--- src/rtl/disp_pkg.sv ---
// rtl/disp_pkg.sv - shared types and constants for the 7-segment scan controller
package disp_pkg;
  typedef enum logic {BLANK, ON} state_t;

  localparam int NUM_DIGITS = 4;
  localparam logic [NUM_DIGITS-1:0] ANODES_OFF = 4'b1111;

  typedef logic [3:0] nibble_t;

  function automatic nibble_t nibble_of(input logic [15:0] value, input logic [1:0] idx);
    return value[{idx, 2'b00} +: 4];
  endfunction
endpackage

--- src/rtl/display_scan_ctrl_if.sv ---
// rtl/display_scan_ctrl_if.sv - load request/acknowledge handshake bundle
interface display_scan_ctrl_if;
  logic        load_req;
  logic [15:0] load_data;
  logic [3:0]  load_dp;
  logic        lzb_en;
  logic        load_ack;

  modport master (output load_req, output load_data, output load_dp, output lzb_en, input load_ack);
  modport slave  (input load_req, input load_data, input load_dp, input lzb_en, output load_ack);
endinterface

--- src/rtl/disp_lzb_mask.sv ---
// rtl/disp_lzb_mask.sv - leading-zero suppress mask; digit 0 is never suppressed
module disp_lzb_mask
  import disp_pkg::*;
(
  input  logic [15:0]           value,
  input  logic                  lzb,
  output logic [NUM_DIGITS-1:0] mask
);
  logic z3, z2, z1;

  assign z3   = lzb && (value[15:12] == 4'h0);
  assign z2   = z3 && (value[11:8] == 4'h0);
  assign z1   = z2 && (value[7:4] == 4'h0);
  assign mask = {z3, z2, z1, 1'b0};
endmodule

--- src/rtl/display_scan_ctrl.sv ---
// rtl/display_scan_ctrl.sv - 4-digit 7-segment scan sequencer with frame-aligned value loading
module display_scan_ctrl
  import disp_pkg::*;
#(
  parameter int DWELL_CYC = 50000,
  parameter int BLANK_CYC = 2500
) (
  input  logic                  clkNexys2,
  input  logic                  Reset,
  display_scan_ctrl_if.slave    load,
  output logic [1:0]            selector,
  output nibble_t               digit,
  output logic [NUM_DIGITS-1:0] anodes,
  output logic                  dp_n,
  output logic                  frame_tick
);
  localparam int CW = $clog2(DWELL_CYC);
  localparam logic [CW-1:0] LAST      = CW'(DWELL_CYC - 1);
  localparam logic [CW-1:0] BLANK_END = CW'(BLANK_CYC);

  state_t                  state, state_next;
  logic [CW-1:0]           cnt, cnt_next;
  logic [1:0]              sel_next;
  logic [15:0]             shadow, shadow_next;
  logic [NUM_DIGITS-1:0]   sdp, sdp_next;
  logic                    slzb, slzb_next;
  logic [NUM_DIGITS-1:0]   mask;
  logic                    slot_end, boundary, commit, lit;
  nibble_t                 digit_next;
  logic [NUM_DIGITS-1:0]   anodes_next;
  logic                    dp_n_next;

  // Mask is taken from the post-commit shadow so a new value blanks correctly from its first slot.
  disp_lzb_mask u_lzb_mask (
    .value (shadow_next),
    .lzb   (slzb_next),
    .mask  (mask)
  );

  always_comb begin
    slot_end    = (cnt == LAST);
    boundary    = slot_end && (selector == 2'd3);
    commit      = boundary && load.load_req;
    cnt_next    = slot_end ? '0 : cnt + 1'b1;
    sel_next    = slot_end ? selector + 2'd1 : selector;
    shadow_next = commit ? load.load_data : shadow;
    sdp_next    = commit ? load.load_dp : sdp;
    slzb_next   = commit ? load.lzb_en : slzb;
    state_next  = (cnt_next >= BLANK_END) ? ON : BLANK;
    lit         = (state_next == ON) && !mask[sel_next];
    digit_next  = nibble_of(shadow_next, sel_next);
    anodes_next = lit ? ~(4'b0001 << sel_next) : ANODES_OFF;
    dp_n_next   = !(lit && sdp_next[sel_next]);
  end

  always_ff @(posedge clkNexys2 or negedge Reset) begin
    if (!Reset) state <= BLANK;
    else        state <= state_next;
  end

  always_ff @(posedge clkNexys2 or negedge Reset) begin
    if (!Reset) begin
      cnt           <= '0;
      selector      <= 2'd0;
      shadow        <= 16'h0000;
      sdp           <= '0;
      slzb          <= 1'b0;
      digit         <= 4'h0;
      anodes        <= ANODES_OFF;
      dp_n          <= 1'b1;
      frame_tick    <= 1'b0;
      load.load_ack <= 1'b0;
    end else begin
      cnt           <= cnt_next;
      selector      <= sel_next;
      shadow        <= shadow_next;
      sdp           <= sdp_next;
      slzb          <= slzb_next;
      digit         <= digit_next;
      anodes        <= anodes_next;
      dp_n          <= dp_n_next;
      frame_tick    <= boundary;
      load.load_ack <= commit;
    end
  end
endmodule
--- src/flat_wrapper.sv ---
// flat-port wrapper written by rule: the top's interface ports become plain ports
module display_scan_ctrl_flat import disp_pkg::*;
#(
  parameter int DWELL_CYC = 50000,
  parameter int BLANK_CYC = 2500
)
  (clkNexys2, Reset, selector, digit, anodes, dp_n, frame_tick, load_load_req, load_load_data, load_load_dp, load_lzb_en, load_load_ack);
  display_scan_ctrl_if load_i ();
  input  logic clkNexys2;
  input  logic Reset;
  output logic [1:0] selector;
  output nibble_t digit;
  output logic [NUM_DIGITS-1:0] anodes;
  output logic dp_n;
  output logic frame_tick;
  input wire logic [$bits(load_i.load_req)-1:0] load_load_req;
  input wire logic [$bits(load_i.load_data)-1:0] load_load_data;
  input wire logic [$bits(load_i.load_dp)-1:0] load_load_dp;
  input wire logic [$bits(load_i.lzb_en)-1:0] load_lzb_en;
  output wire logic [$bits(load_i.load_ack)-1:0] load_load_ack;
  assign load_i.load_req = load_load_req;
  assign load_i.load_data = load_load_data;
  assign load_i.load_dp = load_load_dp;
  assign load_i.lzb_en = load_lzb_en;
  assign load_load_ack = load_i.load_ack;
  display_scan_ctrl #(.DWELL_CYC(DWELL_CYC), .BLANK_CYC(BLANK_CYC)) u_core (.clkNexys2(clkNexys2), .Reset(Reset), .load(load_i), .selector(selector), .digit(digit), .anodes(anodes), .dp_n(dp_n), .frame_tick(frame_tick));
endmodule
--- config.mk ---
export PLATFORM = sky130hd
export DESIGN_NAME = display_scan_ctrl_flat
export DESIGN_NICKNAME = d
export VERILOG_FILES = /design/src/rtl/disp_pkg.sv /design/src/rtl/display_scan_ctrl_if.sv /design/src/rtl/disp_lzb_mask.sv /design/src/rtl/display_scan_ctrl.sv /design/src/flat_wrapper.sv
export SDC_FILE = /design/constraint.sdc
export NUM_CORES = 1
export LEC_CHECK = 0
export CELL_PAD_IN_SITES_DETAIL_PLACEMENT = 1
export CELL_PAD_IN_SITES_GLOBAL_PLACEMENT = 2
export CORE_MARGIN = 2
export CORE_UTILIZATION = 32
export CTS_CLUSTER_SIZE = 25
export DETAILED_ROUTE_END_ITERATION = 8
export GPL_TIMING_DRIVEN = 0
export PLACE_DENSITY_LB_ADDON = 0.2
export SYNTH_ARGS = -nofsm -noshare
export SYNTH_HDL_FRONTEND = slang
export SYNTH_SLANG_ARGS = --single-unit
--- constraint.sdc ---
create_clock -name clkNexys2 -period 2.1 [get_ports clkNexys2]
set_clock_uncertainty 0.1 [all_clocks]
set_input_delay 0.21 -clock clkNexys2 [delete_from_list [all_inputs] [get_ports clkNexys2]]
set_output_delay 0.21 -clock clkNexys2 [all_outputs]
set_load 0.01 [all_outputs]
After elaboration in Yosys (flattened, before gate mapping)
Index checks and enable logic that the tools add are counted.
- logic and storage cells: 42
- bits in registers: 50
- output and inout port bits: 13
- input bits: 24
- magnitude comparators: 2
- reductions and logical operators: 12
- shift-type cells: 2
- muxes and demuxes: 11
- $add $sub $neg: 2
- bitwise operators: 1
- equality and inequality tests: 2
- operators by type and width (kind ; number):
    2-to-1 mux 16 bit ; 2
    adder 16 x 1 -> 16 bit (second input constant) ; 1
    == test 16 bit (second input constant) ; 1
    >= comparator 16 x 12 -> 1 bit (second input constant) ; 1
    variable part select 16 x 5 -> 4 bit ; 1
    zero test 4 bit ; 3
    2-to-1 mux 4 bit ; 2
    logical AND 1 bit ; 7
    binary-select mux 1 bit (select 2 bit) ; 2
    2-to-1 mux 1 bit ; 4
    NOT 4 bit ; 1
    left shift 1 x 2 -> 4 bit (first input constant) ; 1
    < comparator 2 x 3 -> 1 bit (second input constant) ; 1
    adder 2 x 1 -> 2 bit (second input constant) ; 1
    == test 2 bit (second input constant) ; 1
    zero test 1 bit ; 2
    2-to-1 mux 2 bit ; 1

Logic depth before layout (Yosys ltp)
Gate-level depths: netlist of run 1.
- word-level depth: 14
- depth in mapped cells: 9
- gate-level depth less buffers: 8

Modules after synthesis
A second synthesis of run 1 with hierarchy kept.
- cells, all modules: 191
- area total of the unflattened synthesis: 2419.8 sq um
- modules (own cells, without submodules) (module ; sequential area each (sq um) ; cells each ; times used ; area an instance (sq um)):
    display_scan_ctrl ; 1257.5 ; 180 ; 1 ; 2339.7
    disp_lzb_mask ; 0.0 ; 11 ; 1 ; 80.1

Least setup slack after synthesis of run 1
Ideal clock, no wire load.
- kind: reg2reg
- start point: reg u_core.cnt[0]
- end point: reg u_core.digit[0]
- data required time: 1867 ps
- buffers on the path: 1
- slack: -231 ps
- arrival: 2098 ps
- stages on the path, launching flop included: 8
- clock period less this slack: 2331 ps
- path through: dfrtp_1 > ha_1 > nand3_1 > nor3_4 > buf_4 > mux2_2 > mux2i_1 > mux2i_1
- longest elaborated chain between the ends: 5
- elaborated cells on any way between the ends: 6
- classes of those cells: eq/ne (1); shift (1); mux (2); reduce/logical (2)
- ends and longest elaborated chain (element ; line ; RTL):
    from (decl) ; display_scan_ctrl.sv:22 ; logic [CW-1:0] cnt, cnt_next;
    from (signal assigned) ; display_scan_ctrl.sv:74 ; cnt <= cnt_next;
    == test 16 bit ; display_scan_ctrl.sv:41 ; slot_end = (cnt == LAST);
    logical AND 1 bit ; display_scan_ctrl.sv:42 ; boundary = slot_end && (selector == 2'd3);
    logical AND 1 bit ; display_scan_ctrl.sv:43 ; commit = boundary && load.load_req;
    2-to-1 mux 16 bit ; display_scan_ctrl.sv:46 ; shadow_next = commit ? load.load_data : shadow;
    net u_core.shadow_next[4] ; display_scan_ctrl.sv:24 ; logic [15:0] shadow, shadow_next;
    variable part select 16 x 5 -> 4 bit ; disp_pkg.sv:11 ; return value[{idx, 2'b00} +: 4];
    net u_core.digit_next[0] ; display_scan_ctrl.sv:29 ; nibble_t digit_next;
    to (signal assigned) ; display_scan_ctrl.sv:79 ; digit <= digit_next;
    to (decl) ; display_scan_ctrl.sv:12 ; output nibble_t digit,
The timed path passes the listed nets, and every way through them passes these cells.

Worst setup path after layout of run 1
- start point: reg u_core.cnt[5]
- end point: reg u_core.anodes[1]
- longest elaborated chain between the ends: 13
- elaborated cells on any way between the ends: 23
- classes of those cells: add/sub (1); order compare (1); eq/ne (1); shift (1); mux (8); bitwise (1); reduce/logical (10)
- ends and longest elaborated chain (element ; line ; RTL):
    branches (longest 12 deep; another with adder 16 x 1 -> 16 bit) ; - ;
    2-to-1 mux 4 bit (*) ; display_scan_ctrl.sv:52 ; anodes_next = lit ? ~(4'b0001 << sel_next) : ANODES_OFF;
    net u_core.anodes_next[1] ; display_scan_ctrl.sv:30 ; logic [NUM_DIGITS-1:0] anodes_next;
    to (signal assigned) ; display_scan_ctrl.sv:80 ; anodes <= anodes_next;
    to (decl) ; display_scan_ctrl.sv:13 ; output logic [NUM_DIGITS-1:0] anodes,
Mark *: on every way through the listed nets, which the timed path passes. The select of a mux whose other input is x is not followed.

==> impl_metrics.json, run 1 <==
{
  "status": "finished with violations",
  "violated_checks": "setup timing",
  "synth_top_cells_by_count": "sky130_fd_sc_hd__dfrtp_1 (45), sky130_fd_sc_hd__mux2_2 (20), sky130_fd_sc_hd__nor2_1 (16)",
  "post-dp-hpwl_mm": 4.94,
  "total_power_uw": 1670,
  "share_of_synthesized_area_spent_on_multiplexers_pct": 15.4,
  "floorplan.die.height_um": 94.3,
  "ioPinCount": 37,
  "overall_global_routing_resource_usage_pct": 18.2,
  "clock-sinks": 50,
  "power_per_cell_area_mw_per_mm2": 420,
  "tritoncts.num_buffers": 5,
  "net_count_synth": 258,
  "synth-async-reset-ratio_pct": 100,
  "post-route-period-util_pct": 110,
  "power.leakage_uw": 0.00176,
  "synth.top_cells.by_area": "sky130_fd_sc_hd__dfrtp_1 (43%), sky130_fd_sc_hd__mux2_2 (8.6%), sky130_fd_sc_hd__mux2i_1 (5.4%)",
  "report.final.setup_viol": 11,
  "initial_core_util_pct": 33.4,
  "grt_pass1_vias": 2318,
  "synth_warnings": 0,
  "cts_tree": "yes",
  "critical-path-max-stage-delay_ns": 0.42,
  "preCtsSetupSlack_ns": -0.660,
  "syn2layout_area_growth_pct": 52.3,
  "syn_area_mm2": 0.00261,
  "grt_start_max_net_pins": 40,
  "post_synth_xor_area_fraction_pct": 4.31,
  "synth_top_family_by_area": "simple AND/OR/NAND/NOR gates",
  "cts.clk_slew.worst_paths_ns": 0.11,
  "via_count": 2166,
  "synth_largest_type_area_fraction_pct": 43.1,
  "achievable-frequency_mhz": 434,
  "clock_tree.htree_level_count": 2,
  "cts_max_path_buffers": 2,
  "drtAntennaViolNets": 0,
  "worst_ep_arrival_time_ns": 2.46,
  "drt_pre_antenna_iters": 4,
  "critical_path_peak_fanout": 4,
  "synth-edff-count": 0,
  "drt_wl_total_mm": 7.90,
  "peak_supply_drop_mv": 0.322,
  "port_buffers": 36,
  "synthesis.area_per_instance_um2": 11.3,
  "gp_congestion": 0.826,
  "crit_family": "compound AO/OA/AOI/OAI gates",
  "layout-drive-gt1-share_pct": 42.5,
  "worst_skew_pair.late_latency_ns": 0.32,
  "antenna_found_initial": 0,
  "synth_cell_type_count": 51,
  "setup-tns-final_ns": -1.73,
  "drt-initial-drc-count": 44,
  "synth_seq_cells": 50,
  "ys_seq_area_share_pct": 48.2,
  "rsz0062_at_grt": "true",
  "timing.final.ws_setup_ns": -0.202,
  "synth_simple_gate_area_share_pct": 19.8,
  "critPathKind": "flip-flop to flip-flop",
  "compound_cell_area_share_of_the_yosys_netlist_pct": 7.52,
  "timing_max_transition_violations_final": 0,
  "startpoint_type": "flip-flop",
  "drc_errors": 0,
  "core_region_area_mm2": 0.00781,
  "core_utilization_of_the_finished_layout_pct": 50.9,
  "wl_per_cell_um": 18.4,
  "post_layout_net_count": 352,
  "final_period_minus_worst_setup_slack_ns": 2.30,
  "postSynth.topFlopCell": "sky130_fd_sc_hd__dfrtp_1",
  "synth.most_common_cell": "sky130_fd_sc_hd__dfrtp_1",
  "route.detailed.vias_per_inst": 5.05,
  "clock-root-buffer": "sky130_fd_sc_hd__clkbuf_8",
  "dieWidth_um": 94.3,
  "grt_overflow_total": 0,
  "die_area_mm2": 0.00890,
  "critical_path_s_slowest_cell": "sky130_fd_sc_hd__or3_4",
  "worstPathCellList": "buf_6 -> nand4_1 -> or3_4 -> a311oi_4 -> o2111ai_2 -> a211oi_4 -> a31oi_2 -> nand3_1",
  "fp-row-count": 32,
  "worst_hold_path_type": "input pin to asynchronous set/reset pin",
  "cp_data_required_time_ns": 2.26,
  "yosys.area.top_type": "sky130_fd_sc_hd__dfrtp_1",
  "capturing_element_type_of_the_critical_path": "flip-flop",
  "critical_path_buf_inv_count": 1,
  "antenna_diodes": 0,
  "timing.final.hold_violations": 0,
  "wire_length_of_the_first_global_routing_pass_mm": 12.4,
  "synthesis.instances": 232,
  "synth_fa_ha_area_share_pct": 0.958,
  "layout.filler_cells": 826,
  "measured_slew_at_the_worst_slew_check_pin_ns": 0.360,
  "max-slew-margin-rel_pct": 75.4,
  "cap_violations": 0
}
## stage by stage
stage                     cells  area (µm²)  hold WS (ns)
after floorplan             232        2650        -0.186
after global placement      370        3140         0.382
after detailed placement    371        3160        0.0376
after CTS                   420        3750         0.231
after global routing        429        3980         0.241
final                       429        3980         0.210
## layout make-up
cell class / count / area (µm²) / area share [%]
multi-input cells: 164 / 1530 / 38.4
plain buffers: 10 / 121 / 3.05
flip-flops and latches: 50 / 1270 / 31.9
well taps: 102 / 128 / 3.21
clock inverters: 2 / 17.5 / 0.441
inverters: 8 / 30.0 / 0.755
clock buffers: 6 / 82.6 / 2.08
repair buffers: 87 / 802 / 20.2
## worst register-to-register path: cells and delay by family, from the launching register on
kind,cells,cell delay (ns)
AOI/OAI and AO/OA,4,0.90
and+or+nand+nor,3,0.76
DFF,1,0.36
buffers and inverters,1,0.12
## path summary, 6_finish.rpt
path	to	startpoint	slack, ns	cells past startpoint
max in group asynchronous	u_core.anodes[2]	Reset	1.12	3
worst max register to register	u_core.anodes[1]	u_core.cnt[5]	-0.20	8
worst min-delay path	u_core.cnt[5]	Reset	0.21	2
worst max-delay path	u_core.anodes[1]	u_core.cnt[5]	-0.20	8
min in group clkNexys2	u_core.shadow[2]	u_core.shadow[2]	0.40	1
worst min register to register	u_core.shadow[2]	u_core.shadow[2]	0.40	1
## metal layers
| metal | part of all wire, % | GRT usage (%) | vias up |
|---|---|---|---|
| met5 | 0 | 0 | - |
| met4 | 0.77 | 3.62 | 0 |
| met3 | 2.2 | 2.87 | 7 |
| met2 | 54 | 34.1 | 28 |
| met1 | 43 | 22.0 | 1094 |
| li1 | - | - | 1037 |
## cell usage in the layout (no fill, tap or decap), types with 3 or more instances in the layout
master | synthesis | layout
sky130_fd_sc_hd__nor2_1 | 16 | 13
sky130_fd_sc_hd__dfrtp_1 | 45 | 37
sky130_fd_sc_hd__dfrtp_2 | 0 | 8
sky130_fd_sc_hd__a21oi_1 | 3 | 3
sky130_fd_sc_hd__nand4_1 | 4 | 4
sky130_fd_sc_hd__buf_6 | 2 | 18
sky130_fd_sc_hd__clkdlybuf4s50_1 | 0 | 35
sky130_fd_sc_hd__and4_1 | 4 | 3
sky130_fd_sc_hd__mux2_4 | 1 | 16
sky130_fd_sc_hd__dfstp_2 | 5 | 5
sky130_fd_sc_hd__xor2_1 | 6 | 6
sky130_fd_sc_hd__xnor2_1 | 5 | 5
sky130_fd_sc_hd__and2_1 | 4 | 4
sky130_fd_sc_hd__mux2i_1 | 14 | 12
sky130_fd_sc_hd__o211ai_1 | 3 | 3
sky130_fd_sc_hd__nor4_2 | 1 | 3
sky130_fd_sc_hd__inv_1 | 8 | 6
sky130_fd_sc_hd__nor4_1 | 9 | 6
sky130_fd_sc_hd__mux2_2 | 20 | 5
sky130_fd_sc_hd__or3_1 | 4 | 3
sky130_fd_sc_hd__clkbuf_8 | 0 | 6
sky130_fd_sc_hd__buf_4 | 3 | 37
sky130_fd_sc_hd__and3_1 | 3 | 3
sky130_fd_sc_hd__nand2_1 | 15 | 15
sky130_fd_sc_hd__mux2i_4 | 1 | 3
sky130_fd_sc_hd__nand3_1 | 10 | 7
sky130_fd_sc_hd__nor3_1 | 4 | 4
## power by group
group          internal, µW  switching, µW
Combinational          42.9           30.4
Sequential              962              0
Clock                   272            362
Total                  1280            392
## repair_timing
item                                    in CTS  in global routing
gates cloned                                 1                  0
resized for setup                           48                 38
hold buffers                                 1                  0
hold endpoints to repair                    11                  0
setup buffers                               39                 10
pin swaps                                   18                 18
endpoints found under the setup margin      32                 14
## flip-flops by register name, indices dropped and copies added, names as in the netlist
register	flops
u_core.sdp	4
u_core.selector	2
u_core.shadow	16
u_core.dp_n	1
u_core.frame_tick	1
u_core.slzb	1
u_core.cnt	16
u_core.load.load_ack	1
u_core.anodes	4
u_core.digit	4
## logic make-up after synthesis
group                      after synthesis
buffers and inverters                   18
muxes                                   36
xor gates and xnor gates                12
adders and majority gates                2
and+or+nand+nor                         87
DFF                                     50
AOI/OAI and AO/OA                       27
No activity file was read; power rests on OpenSTA's default activity.
==> run 2: changes to the inputs <==
CTS_CLUSTER_DIAMETER = 30   (was not set)
GPL_TIMING_DRIVEN = 1   (was 0)
==> run 2 against run 1 <==
The flow still finishes with violations (setup timing). Clock-buffer cell count shrank 1. Wire length shrank 1.5%. Cell count grew 2.3%. Critical path type unchanged. Via count grew 3.5%. Non-clock buffer count grew 10. Die area is the same. Critical endpoint is now u_core.dp_n.
==> impl_metrics.json, run 2 (synthesized netlist as in run 1, its figures left out) <==
{
  "status": "finished with violations",
  "violated_checks": "setup timing",
  "critical_path_s_slowest_cell": "sky130_fd_sc_hd__dfrtp_2",
  "layout.filler_cells": 833,
  "initial_core_util_pct": 33.4,
  "power.leakage_uw": 0.00180,
  "port_buffers": 36,
  "final_period_minus_worst_setup_slack_ns": 2.25,
  "top_flop_regs": "u_core.cnt (16), u_core.shadow (16)",
  "cts_tree": "yes",
  "wire_length_of_the_first_global_routing_pass_mm": 12.5,
  "die_area_mm2": 0.00890,
  "grt_pass1_vias": 2434,
  "gp_congestion": 0.857,
  "timing.final.ws_setup_ns": -0.152,
  "route.detailed.vias_per_inst": 5.10,
  "antenna_found_initial": 0,
  "antenna_diodes": 0,
  "timing.final.hold_violations": 0,
  "peak_supply_drop_mv": 0.305,
  "rsz0062_at_grt": "true",
  "core_region_area_mm2": 0.00781,
  "critical-path-max-stage-delay_ns": 0.44,
  "overall_global_routing_resource_usage_pct": 18.6,
  "mostFrequentLayoutCell": "sky130_fd_sc_hd__buf_4",
  "layout-drive-gt1-share_pct": 40.9,
  "placedCellCount": 418,
  "drt_pre_antenna_iters": 4,
  "critPathKind": "flip-flop to flip-flop",
  "switchingPower_uw": 402,
  "power.share.switching_pct": 22.7,
  "syn2layout_area_growth_pct": 51.5,
  "measured_slew_at_the_worst_slew_check_pin_ns": 0.439,
  "critical_path_peak_fanout": 6,
  "via_count": 2241,
  "grt_start_max_net_pins": 19,
  "timing_max_transition_violations_final": 0,
  "clock-root-buffer": "sky130_fd_sc_hd__clkbuf_8",
  "grt_overflow_total": 0,
  "dieWidth_um": 94.3,
  "worst_skew_pair.late_latency_ns": 0.31,
  "total_power_uw": 1770,
  "cp_data_required_time_ns": 2.26,
  "layout.cells.non_filler": 439,
  "achievable-frequency_mhz": 444,
  "critPathMostFrequentCell": "sky130_fd_sc_hd__mux2i_1",
  "pwr-share-comb_pct": 4.1,
  "cap_violations": 0,
  "cts.clk_slew.worst_paths_ns": 0.11,
  "tritoncts.num_buffers": 5,
  "core_utilization_of_the_finished_layout_pct": 50.7,
  "most-common-layout-cells": "sky130_fd_sc_hd__buf_4 (63), sky130_fd_sc_hd__dfrtp_1 (39), sky130_fd_sc_hd__clkdlybuf4s50_1 (35), sky130_fd_sc_hd__mux2_4 (19)",
  "wl_per_cell_um": 17.7,
  "drt-initial-drc-count": 53,
  "max-slew-margin-rel_pct": 70.7,
  "clock-sinks": 50,
  "clock_power_share_pct": 41.5,
  "floorplan.die.height_um": 94.3,
  "fp-row-count": 32,
  "post-dp-hpwl_mm": 5.61,
  "power_per_cell_area_mw_per_mm2": 448,
  "crit_family": "simple AND/OR/NAND/NOR gates",
  "post_layout_net_count": 362,
  "report.final.setup_viol": 9,
  "worst_hold_path_type": "input pin to asynchronous set/reset pin",
  "drc_errors": 0,
  "capturing_element_type_of_the_critical_path": "flip-flop",
  "p_int_uw": 1370,
  "preCtsSetupSlack_ns": -0.306,
  "cts_max_path_buffers": 2,
  "ioPinCount": 37,
  "post-route-period-util_pct": 107,
  "worstPathCellList": "and4bb_4 -> nand4_4 -> nor3_4 -> buf_6 -> buf_16 -> mux2_2 -> mux2i_1 -> mux2i_1 -> nand2_1",
  "critical_path_buf_inv_count": 2,
  "power.share.sequential_pct": 54.4,
  "drt_wl_total_mm": 7.78,
  "drtAntennaViolNets": 0,
  "startpoint_type": "flip-flop",
  "worst_ep_arrival_time_ns": 2.41,
  "setup-tns-final_ns": -1.10,
  "clock_tree.htree_level_count": 2
}
run 2: cell types whose count changed in the layout (fill, tap and decap cells not counted), sizes merged:
cell and change:
bufinv +1, clkbuf -2, clkinv -2, buf +11
inv +2
run 2: power by group through the flow:
stage          registers (µW)  clock network, µW  logic, µW
2_1_floorplan             981                  0       1.54
3_5_place_dp              981                  0       72.1
4_1_cts                   963                757       74.2
5_1_grt                   963                792       79.4
3_3_place_gp              981                  0       70.8
6_report                  963                735       72.7
run 2: metrics by stage:
step | hold WS (ns) | cell area, µm²
3_5_place_dp | 0.0889 | 3500
4_1_cts | 0.288 | 3940
3_3_place_gp | 0.0843 | 3500
5_1_grt | 0.303 | 3960
6_report | 0.267 | 3960
2_1_floorplan | -0.186 | 2650
run 2: timing repair:
action | in CTS | in global routing
buffers inserted | 8 | 4
endpoints found under the setup margin | 9 | 19
hold endpoints to repair | 16 | 0
pin swaps | 11 | 10
cloned | 3 | 0
hold buffers | 1 | 0
gates resized for setup | 38 | 17
run 2: worst reg2reg max path: cells and delay by family, from the launching register on:
family / cells / cell delay (ns)
buffers and inverters: 2 / 0.29
AND/OR/NAND/NOR: 4 / 0.83
flip-flops: 1 / 0.44
multiplexers: 3 / 0.57
run 2: layout make-up:
| type | instances | area [µm²] | share of cell area [%] |
|---|---|---|---|
| sequential | 50 | 1260 | 32.0 |
| tap | 102 | 128 | 3.23 |
| multi-input combinational | 164 | 1460 | 37.0 |
| inverter | 8 | 32.5 | 0.823 |
| timing repair buffer | 107 | 951 | 24.0 |
| clock inverter | 3 | 47.5 | 1.20 |
| clock buffer | 5 | 68.8 | 1.74 |
run 2: routing by layer:
layer	GRT usage, %	vias up	wire, µm
met2	35.4	35	4220
met3	2.95	11	167
met4	4.23	0	123
li1	-	1065	-
met5	0	-	0
met1	21.8	1130	3270
run 2: worst paths after layout:
path / start / end / slack, ns / depth (start not counted)
max: u_core.cnt[7] / u_core.dp_n / -0.15 / 9
min: Reset / u_core.cnt[12] / 0.27 / 2
max reg2reg: u_core.cnt[7] / u_core.dp_n / -0.15 / 9
min reg2reg: u_core.shadow[2] / u_core.shadow[2] / 0.40 / 1
max in group asynchronous: Reset / u_core.anodes[3] / 0.97 / 3
min in group clkNexys2: u_core.shadow[2] / u_core.shadow[2] / 0.40 / 1
==> run 3: changes to the inputs <==
SETUP_SLACK_MARGIN = 0.02   (was not set)
==> run 3 against run 2 <==
The run still ends with setup timing left. Flip-flop and latch count did not move. Sequential power barely moved. Utilization down 0.26 points. Highest routed layer unchanged.
==> impl_metrics.json, run 3 (synthesized netlist as in run 1, its figures left out) <==
{
  "status": "finished with violations",
  "violated_checks": "setup timing",
  "tritoncts.num_buffers": 5,
  "achievable-frequency_mhz": 458,
  "worstSetupStartpoint": "u_core.cnt[7]",
  "power.share.switching_pct": 24.8,
  "critPathKind": "flip-flop to flip-flop",
  "final_period_minus_worst_setup_slack_ns": 2.18,
  "pwr-share-comb_pct": 4.5,
  "fp-row-count": 32,
  "most-common-layout-cells": "sky130_fd_sc_hd__buf_4 (64), sky130_fd_sc_hd__dfrtp_1 (37), sky130_fd_sc_hd__clkdlybuf4s50_1 (35), sky130_fd_sc_hd__nand2_1 (15)",
  "worst_skew_pair.late_latency_ns": 0.32,
  "drc_errors": 0,
  "wire_length_of_the_first_global_routing_pass_mm": 13.1,
  "grt_pass1_vias": 2499,
  "die_area_mm2": 0.00890,
  "critical_path_peak_fanout": 4,
  "overall_global_routing_resource_usage_pct": 19.3,
  "port_buffers": 36,
  "switchingPower_uw": 414,
  "dieWidth_um": 94.3,
  "drt-initial-drc-count": 108,
  "worst_ep_arrival_time_ns": 2.33,
  "antenna_found_initial": 0,
  "power.share.sequential_pct": 57.7,
  "crit_family": "simple AND/OR/NAND/NOR gates",
  "max-slew-margin-rel_pct": 66.3,
  "clock-root-buffer": "sky130_fd_sc_hd__clkbuf_8",
  "peak_supply_drop_mv": 0.262,
  "report.final.setup_viol": 8,
  "route.detailed.vias_per_inst": 5.03,
  "drt_wl_total_mm": 7.85,
  "startpoint_type": "flip-flop",
  "drtAntennaViolNets": 0,
  "clock-sinks": 50,
  "critical-path-max-stage-delay_ns": 0.44,
  "via_count": 2215,
  "top_flop_regs": "u_core.cnt (16), u_core.shadow (16)",
  "syn2layout_area_growth_pct": 50.7,
  "antenna_diodes": 0,
  "critPathMostFrequentCell": "sky130_fd_sc_hd__buf_4",
  "power.leakage_uw": 0.00178,
  "gp_congestion": 0.777,
  "cts.clk_slew.worst_paths_ns": 0.12,
  "drt_pre_antenna_iters": 4,
  "timing.final.hold_violations": 0,
  "layout.cell_area.non_filler_mm2": 0.00394,
  "placedInstanceArea_mm2": 0.00354,
  "critical_path_s_slowest_cell": "sky130_fd_sc_hd__dfrtp_1",
  "core_region_area_mm2": 0.00781,
  "clock_tree.htree_level_count": 2,
  "grt_overflow_total": 0,
  "cap_violations": 0,
  "ioPinCount": 37,
  "post-dp-hpwl_mm": 5.76,
  "timing_max_transition_violations_final": 0,
  "measured_slew_at_the_worst_slew_check_pin_ns": 0.506,
  "layout-drive-gt1-share_pct": 43.8,
  "cp_data_required_time_ns": 2.25,
  "power_per_cell_area_mw_per_mm2": 424,
  "wl_per_cell_um": 17.8,
  "mostFrequentLayoutCell": "sky130_fd_sc_hd__buf_4",
  "post_layout_net_count": 363,
  "cts_tree": "yes",
  "setup-tns-final_ns": -0.578,
  "rsz0062_at_grt": "true",
  "worstPathCellList": "and4bb_4 -> nand4_1 -> buf_4 -> mux2i_1 -> a21boi_2 -> buf_4 -> o21ai_2 -> a31oi_2 -> nand3_1",
  "capturing_element_type_of_the_critical_path": "flip-flop",
  "critical_path_buf_inv_count": 2,
  "initial_core_util_pct": 33.4,
  "cts_max_path_buffers": 2,
  "grt_start_max_net_pins": 25,
  "p_int_uw": 1250,
  "timing.final.ws_setup_ns": -0.0835,
  "worst_hold_path_type": "input pin to asynchronous set/reset pin",
  "fin_worst_hold_slack_ns": 0.271,
  "core_utilization_of_the_finished_layout_pct": 50.4,
  "floorplan.die.height_um": 94.3,
  "r2r-start": "u_core.cnt[7]",
  "post-route-period-util_pct": 104,
  "preCtsSetupSlack_ns": -0.196,
  "clock_power_share_pct": 37.8
}
==> run 3: timing repair <==
action                                  CTS  global route
setup buffers                             8             0
gates resized for setup                  32            19
pin swaps                                 8             7
hold buffers                              1             0
gates cloned                              1             1
endpoints found under the setup margin    9            10
endpoints found under the hold margin    17             0
==> run 3: worst reg2reg max path: cells and delay by family (launching register included) <==
| kind | cells | cell delay, ns |
|---|---|---|
| flops | 1 | 0.44 |
| mux | 1 | 0.14 |
| simple gates | 3 | 0.68 |
| compound gates | 3 | 0.45 |
| buf+inv | 2 | 0.32 |
==> run 3: path summary, 6_finish.rpt <==
path,to,slack (ns),cells after the start
worst max-delay path,u_core.anodes[1],-0.08,9
worst min-delay path,u_core.cnt[11],0.27,2
worst max register to register,u_core.anodes[1],-0.08,9
worst min register to register,u_core.sdp[3],0.41,1
max in group asynchronous,u_core.anodes[2],1.04,3
min in group clkNexys2,u_core.sdp[3],0.41,1
==> run 3: area by class of cell <==
class | count | area, µm²
Inverter | 8 | 30.0
Multi-Input combinational cell | 164 | 1440
Tap cell | 102 | 128
Clock buffer | 5 | 68.8
Clock inverter | 3 | 28.8
Timing Repair Buffer | 108 | 972
Sequential cell | 50 | 1270
Fill cell | 848 | 3870
==> run 3: routing by layer <==
metal | wire length (µm) | track usage [%]
met5 | 0 | 0
met4 | 59 | 3.26
met3 | 157 | 2.87
met2 | 4230 | 36.0
met1 | 3410 | 24.0
==> run 3: metrics by stage <==
step | total power, µW | std cells
after floorplan | 983 | 232
after global placement | 1060 | 421
after detailed placement | 1060 | 421
after CTS | 1690 | 439
after global routing | 1740 | 440
final | 1670 | 440
==> run 3: power groups by stage <==
| stage | Combinational (µW) | Sequential (µW) | Clock (µW) |
|---|---|---|---|
| final | 75.5 | 963 | 631 |
| after global routing | 83.4 | 963 | 694 |
| after CTS | 78.2 | 963 | 646 |
| after floorplan | 1.54 | 981 | 0 |
| after global placement | 74.8 | 981 | 0 |
| after detailed placement | 75.3 | 981 | 0 |
